File: src/rtl/sid_clock_reset_sequencer_if.sv
// PLL-side lock input and SID-side clock-enable/reset outputs of the
// SID clock/reset sequencer.
// There is no valid/ready handshake on this bundle: every output is a
// level or a single-cycle pulse. In particular `ready` is a plain status
// level (high while running) and is not a flow-control signal.
interface sid_clock_reset_sequencer_if;
  logic       locked;
  logic       core_reset_n;
  logic       phi2_ce;
  logic       phi2;
  logic       ready;
  logic [1:0] state;
  logic [7:0] lock_loss_count;

  // The sequencer drives the SID side and watches the PLL lock flag.
  modport master (
    input  locked,
    output core_reset_n,
    output phi2_ce,
    output phi2,
    output ready,
    output state,
    output lock_loss_count
  );

  // A consumer (SID core or bench) drives lock and observes the rest.
  modport slave (
    output locked,
    input  core_reset_n,
    input  phi2_ce,
    input  phi2,
    input  ready,
    input  state,
    input  lock_loss_count
  );
endinterface

File: src/rtl/sid_clock_reset_sequencer.sv
// SID clock/reset sequencer: qualifies PLL lock, sequences the SID core
// reset and produces the fractional-divided phi2 clock enable.
// Optional feature: define LOCK_LOSS_COUNT_EN to build the saturating
// lock-loss event counter; otherwise lock_loss_count is tied to 0.
module sid_clock_reset_sequencer #(
  parameter int unsigned CLK_HZ             = 50250000,
  parameter int unsigned PHI2_HZ            = 1000000,
  parameter int unsigned LOCK_STABLE_CYCLES = 1024,
  parameter int unsigned RESET_HOLD_TICKS   = 16
) (
  input logic                          clock,
  input logic                          reset_n,
  sid_clock_reset_sequencer_if.master  bus
);

  localparam int STAB_W = $clog2(LOCK_STABLE_CYCLES) + 1;
  localparam int HOLD_W = $clog2(RESET_HOLD_TICKS) + 1;

  localparam logic [31:0]       CLK_U     = 32'(CLK_HZ);
  localparam logic [31:0]       PHI2_U    = 32'(PHI2_HZ);
  localparam logic [31:0]       HALF_U    = 32'(CLK_HZ / 2);
  localparam logic [STAB_W-1:0] STAB_LAST = STAB_W'(LOCK_STABLE_CYCLES - 1);
  localparam logic [HOLD_W-1:0] HOLD_LAST = HOLD_W'(RESET_HOLD_TICKS - 1);

  typedef enum logic [1:0] {
    S_WAIT_LOCK  = 2'd0,
    S_STABILIZE  = 2'd1,
    S_RESET_HOLD = 2'd2,
    S_RUN        = 2'd3
  } state_t;

  state_t            state_q, state_d;
  logic              sync1_q, lock_s;
  logic [STAB_W-1:0] stab_cnt_q, stab_cnt_d;
  logic [HOLD_W-1:0] hold_cnt_q, hold_cnt_d;
  logic [31:0]       acc_q, acc_d;
  logic [31:0]       acc_sum, acc_wrapped;
  logic              acc_wrap, acc_run;
  logic              phi2_ce_q, phi2_ce_d;
  logic              phi2_q, phi2_d;
  logic              core_reset_n_q, ready_q;

  // Two-flop synchronizer for the asynchronous PLL lock flag.
  always_ff @(posedge clock or negedge reset_n) begin
    if (!reset_n) begin
      sync1_q <= 1'b0;
      lock_s  <= 1'b0;
    end else begin
      sync1_q <= bus.locked;
      lock_s  <= sync1_q;
    end
  end

  // Phase accumulator step: add PHI2_HZ, wrap by CLK_HZ when it overflows.
  assign acc_sum     = acc_q + PHI2_U;
  assign acc_wrap    = (acc_sum >= CLK_U);
  assign acc_wrapped = acc_wrap ? (acc_sum - CLK_U) : acc_sum;

  // Next-state decode; lock loss always takes priority over progress.
  always_comb begin
    state_d    = state_q;
    stab_cnt_d = stab_cnt_q;
    hold_cnt_d = hold_cnt_q;
    case (state_q)
      S_WAIT_LOCK: begin
        if (lock_s) begin
          state_d    = S_STABILIZE;
          stab_cnt_d = '0;
        end
      end
      S_STABILIZE: begin
        if (!lock_s) begin
          state_d    = S_WAIT_LOCK;
          stab_cnt_d = '0;
        end else if (stab_cnt_q == STAB_LAST) begin
          state_d    = S_RESET_HOLD;
          hold_cnt_d = '0;
        end else begin
          stab_cnt_d = stab_cnt_q + STAB_W'(1);
        end
      end
      S_RESET_HOLD: begin
        if (!lock_s) begin
          state_d    = S_WAIT_LOCK;
          hold_cnt_d = '0;
        end else if (phi2_ce_q) begin
          // The pulse currently on phi2_ce is counted here; the last one
          // is still emitted with the core held in reset.
          hold_cnt_d = hold_cnt_q + HOLD_W'(1);
          if (hold_cnt_q == HOLD_LAST) begin
            state_d = S_RUN;
          end
        end
      end
      S_RUN: begin
        if (!lock_s) begin
          state_d = S_WAIT_LOCK;
        end
      end
      default: begin
        state_d = S_WAIT_LOCK;
      end
    endcase
  end

  // phi2 generation runs only while staying inside RESET_HOLD/RUN, so the
  // accumulator restarts from 0 on entry and a lock loss suppresses the
  // pulse that would otherwise land in the first WAIT_LOCK cycle.
  always_comb begin
    acc_run   = ((state_q == S_RESET_HOLD) || (state_q == S_RUN)) &&
                ((state_d == S_RESET_HOLD) || (state_d == S_RUN));
    acc_d     = acc_run ? acc_wrapped : '0;
    phi2_ce_d = acc_run & acc_wrap;
    phi2_d    = acc_run & (acc_wrapped >= HALF_U);
  end

  // State, counters, accumulator and registered outputs.
  always_ff @(posedge clock or negedge reset_n) begin
    if (!reset_n) begin
      state_q        <= S_WAIT_LOCK;
      stab_cnt_q     <= '0;
      hold_cnt_q     <= '0;
      acc_q          <= '0;
      phi2_ce_q      <= 1'b0;
      phi2_q         <= 1'b0;
      core_reset_n_q <= 1'b0;
      ready_q        <= 1'b0;
    end else begin
      state_q        <= state_d;
      stab_cnt_q     <= stab_cnt_d;
      hold_cnt_q     <= hold_cnt_d;
      acc_q          <= acc_d;
      phi2_ce_q      <= phi2_ce_d;
      phi2_q         <= phi2_d;
      core_reset_n_q <= (state_d == S_RUN);
      ready_q        <= (state_d == S_RUN);
    end
  end

  assign bus.core_reset_n = core_reset_n_q;
  assign bus.ready        = ready_q;
  assign bus.phi2_ce      = phi2_ce_q;
  assign bus.phi2         = phi2_q;
  assign bus.state        = state_q;

`ifdef LOCK_LOSS_COUNT_EN
  logic [7:0] lock_loss_q;
  logic       lock_loss_evt;

  assign lock_loss_evt = (state_q != S_WAIT_LOCK) && (state_d == S_WAIT_LOCK);

  // Saturating count of falls back to WAIT_LOCK from any active state.
  always_ff @(posedge clock or negedge reset_n) begin
    if (!reset_n) begin
      lock_loss_q <= 8'd0;
    end else if (lock_loss_evt && (lock_loss_q != 8'hFF)) begin
      lock_loss_q <= lock_loss_q + 8'd1;
    end
  end

  assign bus.lock_loss_count = lock_loss_q;
`else
  assign bus.lock_loss_count = 8'd0;
`endif

endmodule

File: src/flat_wrapper.sv
// flat-port wrapper written by rule: the top's interface ports become plain ports
module sid_clock_reset_sequencer_flat 
#(
  parameter int unsigned CLK_HZ             = 50250000,
  parameter int unsigned PHI2_HZ            = 1000000,
  parameter int unsigned LOCK_STABLE_CYCLES = 1024,
  parameter int unsigned RESET_HOLD_TICKS   = 16
)
  (clock, reset_n, bus_locked, bus_core_reset_n, bus_phi2_ce, bus_phi2, bus_ready, bus_state, bus_lock_loss_count);
  sid_clock_reset_sequencer_if bus_i ();
  input logic clock;
  input logic reset_n;
  input wire logic [$bits(bus_i.locked)-1:0] bus_locked;
  output wire logic [$bits(bus_i.core_reset_n)-1:0] bus_core_reset_n;
  output wire logic [$bits(bus_i.phi2_ce)-1:0] bus_phi2_ce;
  output wire logic [$bits(bus_i.phi2)-1:0] bus_phi2;
  output wire logic [$bits(bus_i.ready)-1:0] bus_ready;
  output wire logic [$bits(bus_i.state)-1:0] bus_state;
  output wire logic [$bits(bus_i.lock_loss_count)-1:0] bus_lock_loss_count;
  assign bus_i.locked = bus_locked;
  assign bus_core_reset_n = bus_i.core_reset_n;
  assign bus_phi2_ce = bus_i.phi2_ce;
  assign bus_phi2 = bus_i.phi2;
  assign bus_ready = bus_i.ready;
  assign bus_state = bus_i.state;
  assign bus_lock_loss_count = bus_i.lock_loss_count;
  sid_clock_reset_sequencer #(.CLK_HZ(CLK_HZ), .PHI2_HZ(PHI2_HZ), .LOCK_STABLE_CYCLES(LOCK_STABLE_CYCLES), .RESET_HOLD_TICKS(RESET_HOLD_TICKS)) u_core (.clock(clock), .reset_n(reset_n), .bus(bus_i));
endmodule
File: config.mk
export PLATFORM = sky130hd
export DESIGN_NAME = sid_clock_reset_sequencer_flat
export DESIGN_NICKNAME = d
export VERILOG_FILES = /design/src/rtl/sid_clock_reset_sequencer_if.sv /design/src/rtl/sid_clock_reset_sequencer.sv /design/src/flat_wrapper.sv
export SDC_FILE = /design/constraint.sdc
export NUM_CORES = 1
export LEC_CHECK = 0
export BUFFER_PORTS_ARGS = -buffer_cell sky130_fd_sc_hd__buf_2
export CORE_MARGIN = 2
export CORE_UTILIZATION = 60
export CTS_CLUSTER_DIAMETER = 100
export DETAILED_ROUTE_END_ITERATION = 8
export PLACE_DENSITY = 0.88
export SLEW_MARGIN = 15
export SYNTH_ARGS = -nofsm -noshare
export SYNTH_HDL_FRONTEND = slang
export SYNTH_SLANG_ARGS = --single-unit
File: constraint.sdc
create_clock -name clock -period 6.3 [get_ports clock]
set_input_delay 0 -clock clock [delete_from_list [all_inputs] [get_ports clock]]
set_output_delay 0 -clock clock [all_outputs]
set_load 0.02 [all_outputs]
==> run metrics, run 1 <==
Inst Count DP 565; CP max stage delay 780 ps; area share of the largest cell type after synthesis 30.6%; Syn-to-layout area delta 1.53%; Fin. Hold Viols 0; internal power 415 uW; commonest non-fill, non-tap cells in the layout nor2_1 (61), nand2_1 (55), dfrtp_1 (51), xnor2_1 (34), a21oi_1 (21); clk sinks 51; switching share of total power 25.9%; Critical Path AT 4680 ps; post-synth top area cell dfrtp_1; initial core utilization 61.8%; Reg power frac 59.2%; Slew Viols, Final 0; CTS Root Cell clkbuf_8; Leak 0.00177 uW; Buf/Inv on CP 0; vias per inst 6.50; Crit Path Class reg2reg; clk_lat worst skew 320 ps; dpl hpwl 7510 um; # Max-Cap Violations 0; Clock transition at path regs 110 ps; largest net degree at the start of global routing 52; Post-layout nets 502; asr flop ratio synth 100%; IO Port Bufs 8; EDFF count, synth 0; GRT Util Overall 28.0%; fmax 226 MHz; ant diodes 0; top fanout value on the critical path 11; NetSw 145 uW; cts-stage hold buffer count 2; Clock power frac 37.3%; Yosys warnings 0; CTS H-Tree Depth 2; total routed wirelength 10200 um; worst vdd ir 0.0810 mV; post-CTS sizing 0; sequential area share after synthesis 30.6%; crit path launch type register; slowest CP cell a21oi_1; Comb pwr share 3.6%; io pins 17; Synth area leaders dfrtp_1 (31%), xnor2_1 (7.1%), nor2_1 (5.5%), nand2_1 (4.9%), xor2_1 (4.2%); status finished clean; Post-synth top flop dfrtp_1; critical path launch point u_core.acc_q[6]; DRT iter0 DRCs 308; initial antenna violation count 0; 1st-pass router iterations 5; PD cells 132 nW/um^2; core region area 6760 sq um; Crit. End Element register; overflow left after global routing 0; actual slew at the worst max-slew pin 936 ps; setup_tns 0 ps; clock period minus final worst setup slack 4430 ps; Worst slew margin 37.6%; CTS Buf Count 5; CP delay by family, top compound AO/OA/AOI/OAI gates; number of global-route vias before repair 3491; Die ar. 7640 sq um; first-pass GRT wire length 16900 um; post-route insts no fill 575; Die Span X 87.4 um; #FFs+latches synth 51; Post-DRT Antenna Nets 0; RSZ-0062 raised after global routing false; CP cell instances ha_1, a21o_1, nand3_1, o41ai_2, o31ai_1, a2111o_1, a21oi_1, o211ai_2, xnor2_1, o2111a_1, a31o_2, o21ai_1; Reg2Reg Launch Point u_core.acc_q[6]; min-delay worst type in2async; Residual DRC 0; Syn Inst Count 506; crit share post-route 70.4%; Clock Path Buffers 2; CTS tree done; GP Congestion 0.988; FP Rows 30; leading cell type in the layout, fill and taps excluded nor2_1; CP required 6550 ps; Final setup viols 0; Die Height 87.4 um; DR WL/cell 17.7 um; share of layout cells above drive strength 1 9.09%; Post-Syn Area 4180 sq um; syn_area_per_cell 8.25 sq um; Worst Clk Skew 14.0 ps; post-CTS setup buffer count 0; routed via count 3737; post-synth cell types 79
[Yosys cell counts (7+ instances only)]
master and number:
nor2_1 61, nand2_1 55, dfrtp_1 51, xnor2_1 34, a21oi_1 21, nand3_1 20, xor2_1 20, o21ai_0 18
nor3_1 15, buf_4 13, clkbuf_1 11, and3_1 10, buf_2 10, inv_1 9, a31oi_1 7, nand4_1 7
nor4_1 7
[cell families after synthesis]
logic type	Yosys count	share of synthesized area, %
xor gates and xnor gates	55	11.7
AOI/OAI and AO/OA	112	20.3
and+or+nand+nor	232	28.7
DFF	51	30.6
buffers and inverters	47	6.41
other	1	0.0898
muxes	3	0.749
adders and majority gates	5	1.50
[per-layer routing]
layer,up-vias,GRT usage (%),wire [um]
met5,-,0,0
met4,0,8.53,204
met3,21,4.45,770
met2,161,45.9,4810
met1,1776,37.8,4380
li1,1779,-,-
[path summary, 6_finish.rpt]
| kind | depth (start not counted) | slack, ps | endpoint |
|---|---|---|---|
| setup / recovery | 12 | 1870 | u_core.bus.phi2 |
| hold / removal | 3 | 310 | u_core.stab_cnt_q[7] |
| setup reg to reg | 12 | 1870 | u_core.bus.phi2 |
| hold reg to reg | 0 | 380 | u_core.lock_s |
| max in group asynchronous | 3 | 5560 | u_core.acc_q[21] |
| min in group clock | 2 | 320 | u_core.sync1_q |
[cell type report]
type / instances / area [sq um]
fillers: 579 / 2520
clock buffers: 5 / 68.8
repair buffers: 12 / 75.1
clock inverters: 3 / 27.5
inverters: 9 / 33.8
multi-input cells: 415 / 2660
well taps: 80 / 100
flip-flops and latches: 51 / 1280
[through the flow]
stage                     hold slack (ps)  utilization [%]  power (uW)  setup slack (ps)  instance area, sq um
after floorplan                      -296                -         352              2880                  4200
after global placement                111             61.0         357              2190                  4120
after detailed placement              113             61.0         358              2030                  4120
after CTS                             317             62.8         565              1990                  4240
after global routing                  316             62.8         582              1560                  4240
final                                 313             62.8         561              1870                  4240
[flip-flops by register name, indices dropped and copies added, names as in the netlist]
| name | cells |
|---|---|
| u_core.bus.core_reset_n | 1 |
| u_core.stab_cnt_q | 11 |
| u_core.sync1_q | 1 |
| u_core.acc_q | 28 |
| u_core.hold_cnt_q | 5 |
| u_core.lock_s | 1 |
| u_core.bus.phi2_ce | 1 |
| u_core.bus.phi2 | 1 |
| u_core.bus.state | 2 |
[tightest hold or removal path: cells and delay by family]
kind / cells / cell delay, ps
buf+inv: 3 / 1120
[power groups by stage]
stage,combinational [uW],sequential [uW],clock [uW]
final,20.0,332,209
after global routing,23.3,332,227
after CTS,20.7,332,212
after detailed placement,19.8,338,0
after global placement,19.2,338,0
after floorplan,15.2,337,0
Power figures use the tool's default switching activity.
==> run 2: changes to the inputs <==
- ABC_AREA: default -> 1
- CORE_UTILIZATION: 60 -> 57
- PLACE_DENSITY: 0.88 -> 0.87
- clock period: 6.3 -> 4 ns (I/O delays scaled with it)
==> run metrics, run 2 <==
status finished clean; #FFs+latches synth 51 (unchanged); Fin. Hold Viols 0 (unchanged); Post-layout nets 696 (+39%); number of global-route vias before repair 4190 (+20%); post-CTS setup buffer count 0 (unchanged); GRT Util Overall 27.3% (-0.64 points); Crit Path Class reg2reg; total routed wirelength 10600 um (+4.5%); PD cells 199 nW/um^2 (+51%); actual slew at the worst max-slew pin 639 ps (-297 ps); Clock power frac 36.1% (-1.2 points); Reg2Reg Setup Slack 660 ps (-1210 ps); area share of the largest cell type after synthesis 29.7% (-0.83 points); Clock transition at path regs 110 ps (about the same); Filler cells 681 (+18%); Post-DRT Antenna Nets 0 (unchanged); initial antenna violation count 0 (unchanged); clock period minus final worst setup slack 3340 ps (-1090 ps); Leak 0.00231 uW (+30%); Largest regs u_core.acc_q (28), u_core.stab_cnt_q (11), u_core.hold_cnt_q (5); Residual DRC 0 (unchanged); vias per inst 5.49 (-16%); post-route insts no fill 788 (+37%); leading cell type in the layout, fill and taps excluded nand2_1; worst vdd ir 0.234 mV (+190%); Comb pwr share 5.3% (+1.7 points); Inst Count DP 778 (+38%); most frequent cell after synthesis nand2_1; Critical Path AT 3540 ps (-1140 ps); Die Height 90.8 um (+3.8%); io pins 17 (unchanged); min-delay worst type in2async; Syn-to-layout area delta 4.46%; final worst setup slack 656 ps (-1210 ps); 1st-pass router iterations 6 (+1); Reg2Reg Launch Point u_core.acc_q[6]; overflow left after global routing 0 (unchanged); switching share of total power 26.1% (+0.14 points); CTS tree done; Slew Viols, Final 0 (unchanged); Synth area leaders dfrtp_1 (30%), nand2_1 (18%), nor2_1 (8.7%), inv_1 (7.4%), nand3_1 (7.1%); setup_tns 0 ps (unchanged); PnR Total Power 894 uW (+59%); crit share post-route 83.6% (+13 points); clk sinks 51 (unchanged); Clock Path Buffers 2 (unchanged); largest net degree at the start of global routing 52 (unchanged); clk_lat worst skew 310 ps (about the same); Syn Inst Count 679 (+34%); Post-Syn Area 4290 sq um (+2.8%); critical path launch point u_core.acc_q[6]; IO Port Bufs 8 (unchanged); core region area 7290 sq um (+7.9%); Die ar. 8240 sq um (+7.8%); first-pass GRT wire length 18800 um (+11%); post-synth cell types 42 (-47%); Crit. End Element register; share of layout cells above drive strength 1 10.7% (+1.6 points); post-synth top area cell dfrtp_1; CTS Root Cell clkbuf_8; R2R depth 21 (+9); syn_area_per_cell 6.32 sq um (-23%); GP Congestion 1.01 (+2.6%); CTS H-Tree Depth 2 (unchanged); DR WL/cell 13.5 um (-24%); dpl hpwl 8300 um (+10%); asr flop ratio synth 100% (unchanged); ant diodes 0 (unchanged); top fanout value on the critical path 36 (+25); routed via count 4325 (+16%); Final setup viols 0 (unchanged); Yosys warnings 0 (unchanged); crit path launch type register; Die Span X 90.8 um (+3.8%); Reg power frac 58.6% (-0.6 points); DRT iter0 DRCs 429 (+39%); CP required 4200 ps (-2350 ps); FP Rows 31 (+3.3%); fmax 299 MHz (+33%); sequential area share after synthesis 29.7% (-0.83 points); RSZ-0062 raised after global routing false; internal power 661 uW (+59%); # Max-Cap Violations 0 (unchanged); synth cell count leaders nand2_1 (210), nor2_1 (100), inv_1 (85); EDFF count, synth 0 (unchanged); Post-synth top flop dfrtp_1; Worst slew margin 57.4% (+20 points); Worst Clk Skew 11.8 ps (-2.20 ps); Worst R2R End u_core.bus.phi2; max FFs per register 28 (unchanged); commonest non-fill, non-tap cells in the layout nand2_1 (210), nor2_1 (100), inv_1 (85), nand3_1 (61), dfrtp_1 (51); initial core utilization 58.9% (-2.9 points); CTS Buf Count 5 (unchanged); NetSw 233 uW (+60%); Reg with most FFs u_core.acc_q; Placement Setup Slack 750 ps (-1280 ps)
-- run 2: cell types whose count changed in the layout (fill, tap and decap cells not counted), sizes merged, moves of 7 or more --
cell,previous run,this run
o211ai,7,0
a211oi,7,0
nor2,64,113
nor4,7,0
nand3,20,67
xnor2,34,1
inv,10,102
and3,10,0
nand2,55,229
-- run 2: power by group through the flow --
stage	Sequential, uW	Clock (uW)	Combinational [uW]
after floorplan	535	0	32.1
after global placement	534	0	43.8
after detailed placement	534	0	45.7
after CTS	524	328	47.3
after global routing	525	346	55.7
final	524	322	47.2
-- run 2: worst max path at each step --
| stage | to | slack [ps] | cells after the start |
|---|---|---|---|
| final | u_core.bus.phi2 | 660 | 21 |
| after global routing | u_core.bus.phi2 | 290 | 21 |
| after CTS | u_core.bus.phi2 | 730 | 21 |
| after detailed placement | u_core.bus.phi2 | 750 | 21 |
| after global placement | u_core.bus.phi2 | 860 | 21 |
| after floorplan | u_core.bus.phi2 | 1260 | 19 |
-- run 2: layout make-up --
class	instances	area (sq um)	area share, %
flip-flops and latches	51	1280	28.5
multi-input cells	519	2540	56.7
repair buffers	11	70.1	1.56
well taps	99	124	2.76
clock inverters	3	26.3	0.586
inverters	100	375	8.37
clock buffers	5	68.8	1.53
-- run 2: per-layer routing --
layer	vias to the layer above	share of wire, %	global-route usage [%]
li1	2120	-	-
met1	2007	44	35.6
met2	165	47	46.6
met3	33	5.7	4.17
met4	0	2.8	8.71
met5	-	0	0
-- run 2: metrics by stage --
step                      utilization [%]  cell area, sq um  hold WS [ps]
final                                61.5              4480           244
after global placement               59.9              4370           112
after global routing                 61.5              4480           321
after CTS                            61.5              4480           311
after detailed placement             59.9              4370           112
after floorplan                         -              4320          -296
-- run 2: logic make-up after synthesis --
| kind of cell | synth area share, % |
|---|---|
| and+or+nand+nor | 47.3 |
| other | 0.0874 |
| adders and majority gates | 1.46 |
| buffers and inverters | 11.6 |
| DFF | 29.7 |
| AOI/OAI and AO/OA | 5.57 |
| xor gates and xnor gates | 4.26 |
-- run 2: repair_timing --
| action | in CTS | in global routing |
|---|---|---|
| hold buffers | 2 | 0 |
| endpoints found under the hold margin | 52 | 0 |
| gates resized for setup | 0 | 0 |
-- run 2: worst max-delay path, stage by stage (launching register included) --
cell     delay, ps
dfrtp_1        430
ha_1           280
nand2_1        140
nand2_2         90
nand2_4        110
nand2_1         60
nand2_1        110
inv_1           80
nor2_1         190
nand2_1        130
nand2_2        100
nand2_1         90
nand3_2        100
nor2_2          60
nor2_4         300
nand2_8        220
o21ai_0        290
nand3_1        110
nand2_1        120
nand2_1         70
nand2_1         70
a21oi_2         50
==> run 3: changes to the inputs <==
- CORE_UTILIZATION: 57 -> 60
- PLACE_DENSITY: 0.87 -> 0.88
- clock period: 4 -> 3.3 ns (I/O delays scaled with it)
==> run metrics, run 3 (synthesis results as in run 2) <==
GP Congestion 1.03 (+1.2%); setup_tns 0 ps (unchanged); routed via count 4393 (+1.6%); 1st-pass router iterations 6 (unchanged); share of layout cells above drive strength 1 12.8% (+2.0 points); crit share post-route 95.8% (+12 points); first-pass GRT wire length 17400 um (-7.4%); dpl hpwl 8180 um (-1.4%); Clock Path Buffers 2 (unchanged); Storage cell area 1280 sq um (about the same); status finished clean; CTS tree done; Post-layout nets 703 (+1.0%); min-delay worst type in2async; core region area 6870 sq um (-5.8%); DRT iter0 DRCs 522 (+22%); io pins 17 (unchanged); vias per inst 5.55 (+1.1%); Die Span X 88.6 um (-2.4%); PD cells 232 nW/um^2 (+17%); Residual DRC 0 (unchanged); Worst Clk Skew 7.99 ps (-3.82 ps); worst vdd ir 0.257 mV (+9.9%); clk_lat worst skew 320 ps (about the same); DR WL/cell 13.9 um (+3.2%); Critical Path AT 3360 ps (-180 ps); largest net degree at the start of global routing 52 (unchanged); Reg with most FFs u_core.acc_q; Crit Path Class reg2reg; Crit. End Element register; clk sinks 51 (unchanged); commonest non-fill, non-tap cells in the layout nand2_1 (208), nor2_1 (99), inv_1 (84), nand3_1 (61), dfrtp_1 (50); crit path launch type register; fmax 316 MHz (+5.8%); Worst slew margin 56.9% (-0.56 points); CTS Buf Count 5 (unchanged); Multi-input gate area 2590 sq um (+2.0%); top fanout value on the critical path 11 (-69%); GRT Util Overall 28.2% (+0.91 points); PnR Total Power 1060 uW (+19%); CTS Root Cell clkbuf_8; worst hold margin 245 ps (+0.914 ps); Die ar. 7850 sq um (-4.8%); Clock transition at path regs 100 ps (about the same); Largest regs u_core.acc_q (28), u_core.stab_cnt_q (11), u_core.hold_cnt_q (5); overflow left after global routing 0 (unchanged); # Max-Cap Violations 0 (unchanged); Final setup viols 0 (unchanged); leading cell type in the layout, fill and taps excluded nand2_1; Post-DRT Antenna Nets 0 (unchanged); max FFs per register 28 (unchanged); ant diodes 0 (unchanged); FP Rows 30 (-3.2%); Fin. Hold Viols 0 (unchanged); Die Height 88.6 um (-2.4%); total routed wirelength 11000 um (+3.7%); CTS H-Tree Depth 2 (unchanged); initial core utilization 62.5% (+3.6 points); Filler cells 611 (-10%); initial antenna violation count 0 (unchanged); Syn-to-layout area delta 6.38%; R2R depth 21 (unchanged); number of global-route vias before repair 3842 (-8.3%); actual slew at the worst max-slew pin 645 ps (+6.09 ps); CP required 3500 ps (-700 ps); Slew Viols, Final 0 (unchanged); clock period minus final worst setup slack 3160 ps (-183 ps); IO Port Bufs 8 (unchanged); Leak 0.00235 uW (+2.0%)
-- run 3: what timing repair did --
item / in CTS / in global routing
setup endpoints to repair: 0 / 1
setup buffers: 0 / 2
hold endpoints to repair: 52 / 0
gates resized for setup: 0 / 10
hold buffers: 2 / 0
-- run 3: layer usage --
metal | up-vias | global-route usage [%] | wire length [um]
met4 | 0 | 7.99 | 328
met3 | 40 | 5.41 | 996
met1 | 1982 | 38.3 | 4690
met2 | 241 | 46.4 | 5000
met5 | - | 0 | 0
li1 | 2130 | - | -
-- run 3: final timing paths --
path                                  from                to  slack (ps)
setup / recovery           u_core.acc_q[7]   u_core.bus.phi2         140
setup reg to reg           u_core.acc_q[7]   u_core.bus.phi2         140
max in group asynchronous          reset_n   u_core.acc_q[6]        2620
hold reg to reg             u_core.sync1_q     u_core.lock_s         360
min in group clock              bus_locked    u_core.sync1_q         330
hold / removal                     reset_n  u_core.acc_q[22]         240
-- run 3: through the flow --
step / worst slack (ps) / utilization (%) / cells / cell area [sq um]
2_1_floorplan: 555 / - / 686 / 4320
3_3_place_gp: 113 / 63.8 / 778 / 4390
3_5_place_dp: 64.2 / 63.8 / 778 / 4390
4_1_cts: 34.4 / 65.4 / 788 / 4490
5_1_grt: -76.0 / 66.5 / 792 / 4570
6_report: 139 / 66.5 / 792 / 4570
-- run 3: critical path: stages, from the launching register on --
cell	delay, ps
dfrtp_1	420
ha_4	180
nand2_1	100
nand2_2	120
nand2_4	80
o21ai_4	250
nand3b_1	130
nand2_2	140
nand3_1	160
nor2_1	180
nand2_1	100
nor2_2	150
nor2_4	100
buf_6	160
nand3b_1	140
nand2_1	70
nor2_1	140
nand2_1	60
nor2_1	110
nand2_1	80
nand2_1	110
a21oi_2	60
-- run 3: cell type report --
class,instances,share of cell area [%]
multi-input cells,521,56.8
flip-flops and latches,51,28.0
inverters,100,8.22
well taps,96,2.63
repair buffers,16,2.44
clock buffers,5,1.51
clock inverters,3,0.411
-- run 3: power by group --
group	switching [uW]	internal [uW]	total, uW
combinational	44.9	12.6	57.5
sequential	4.58	630	635
clock	218	150	368
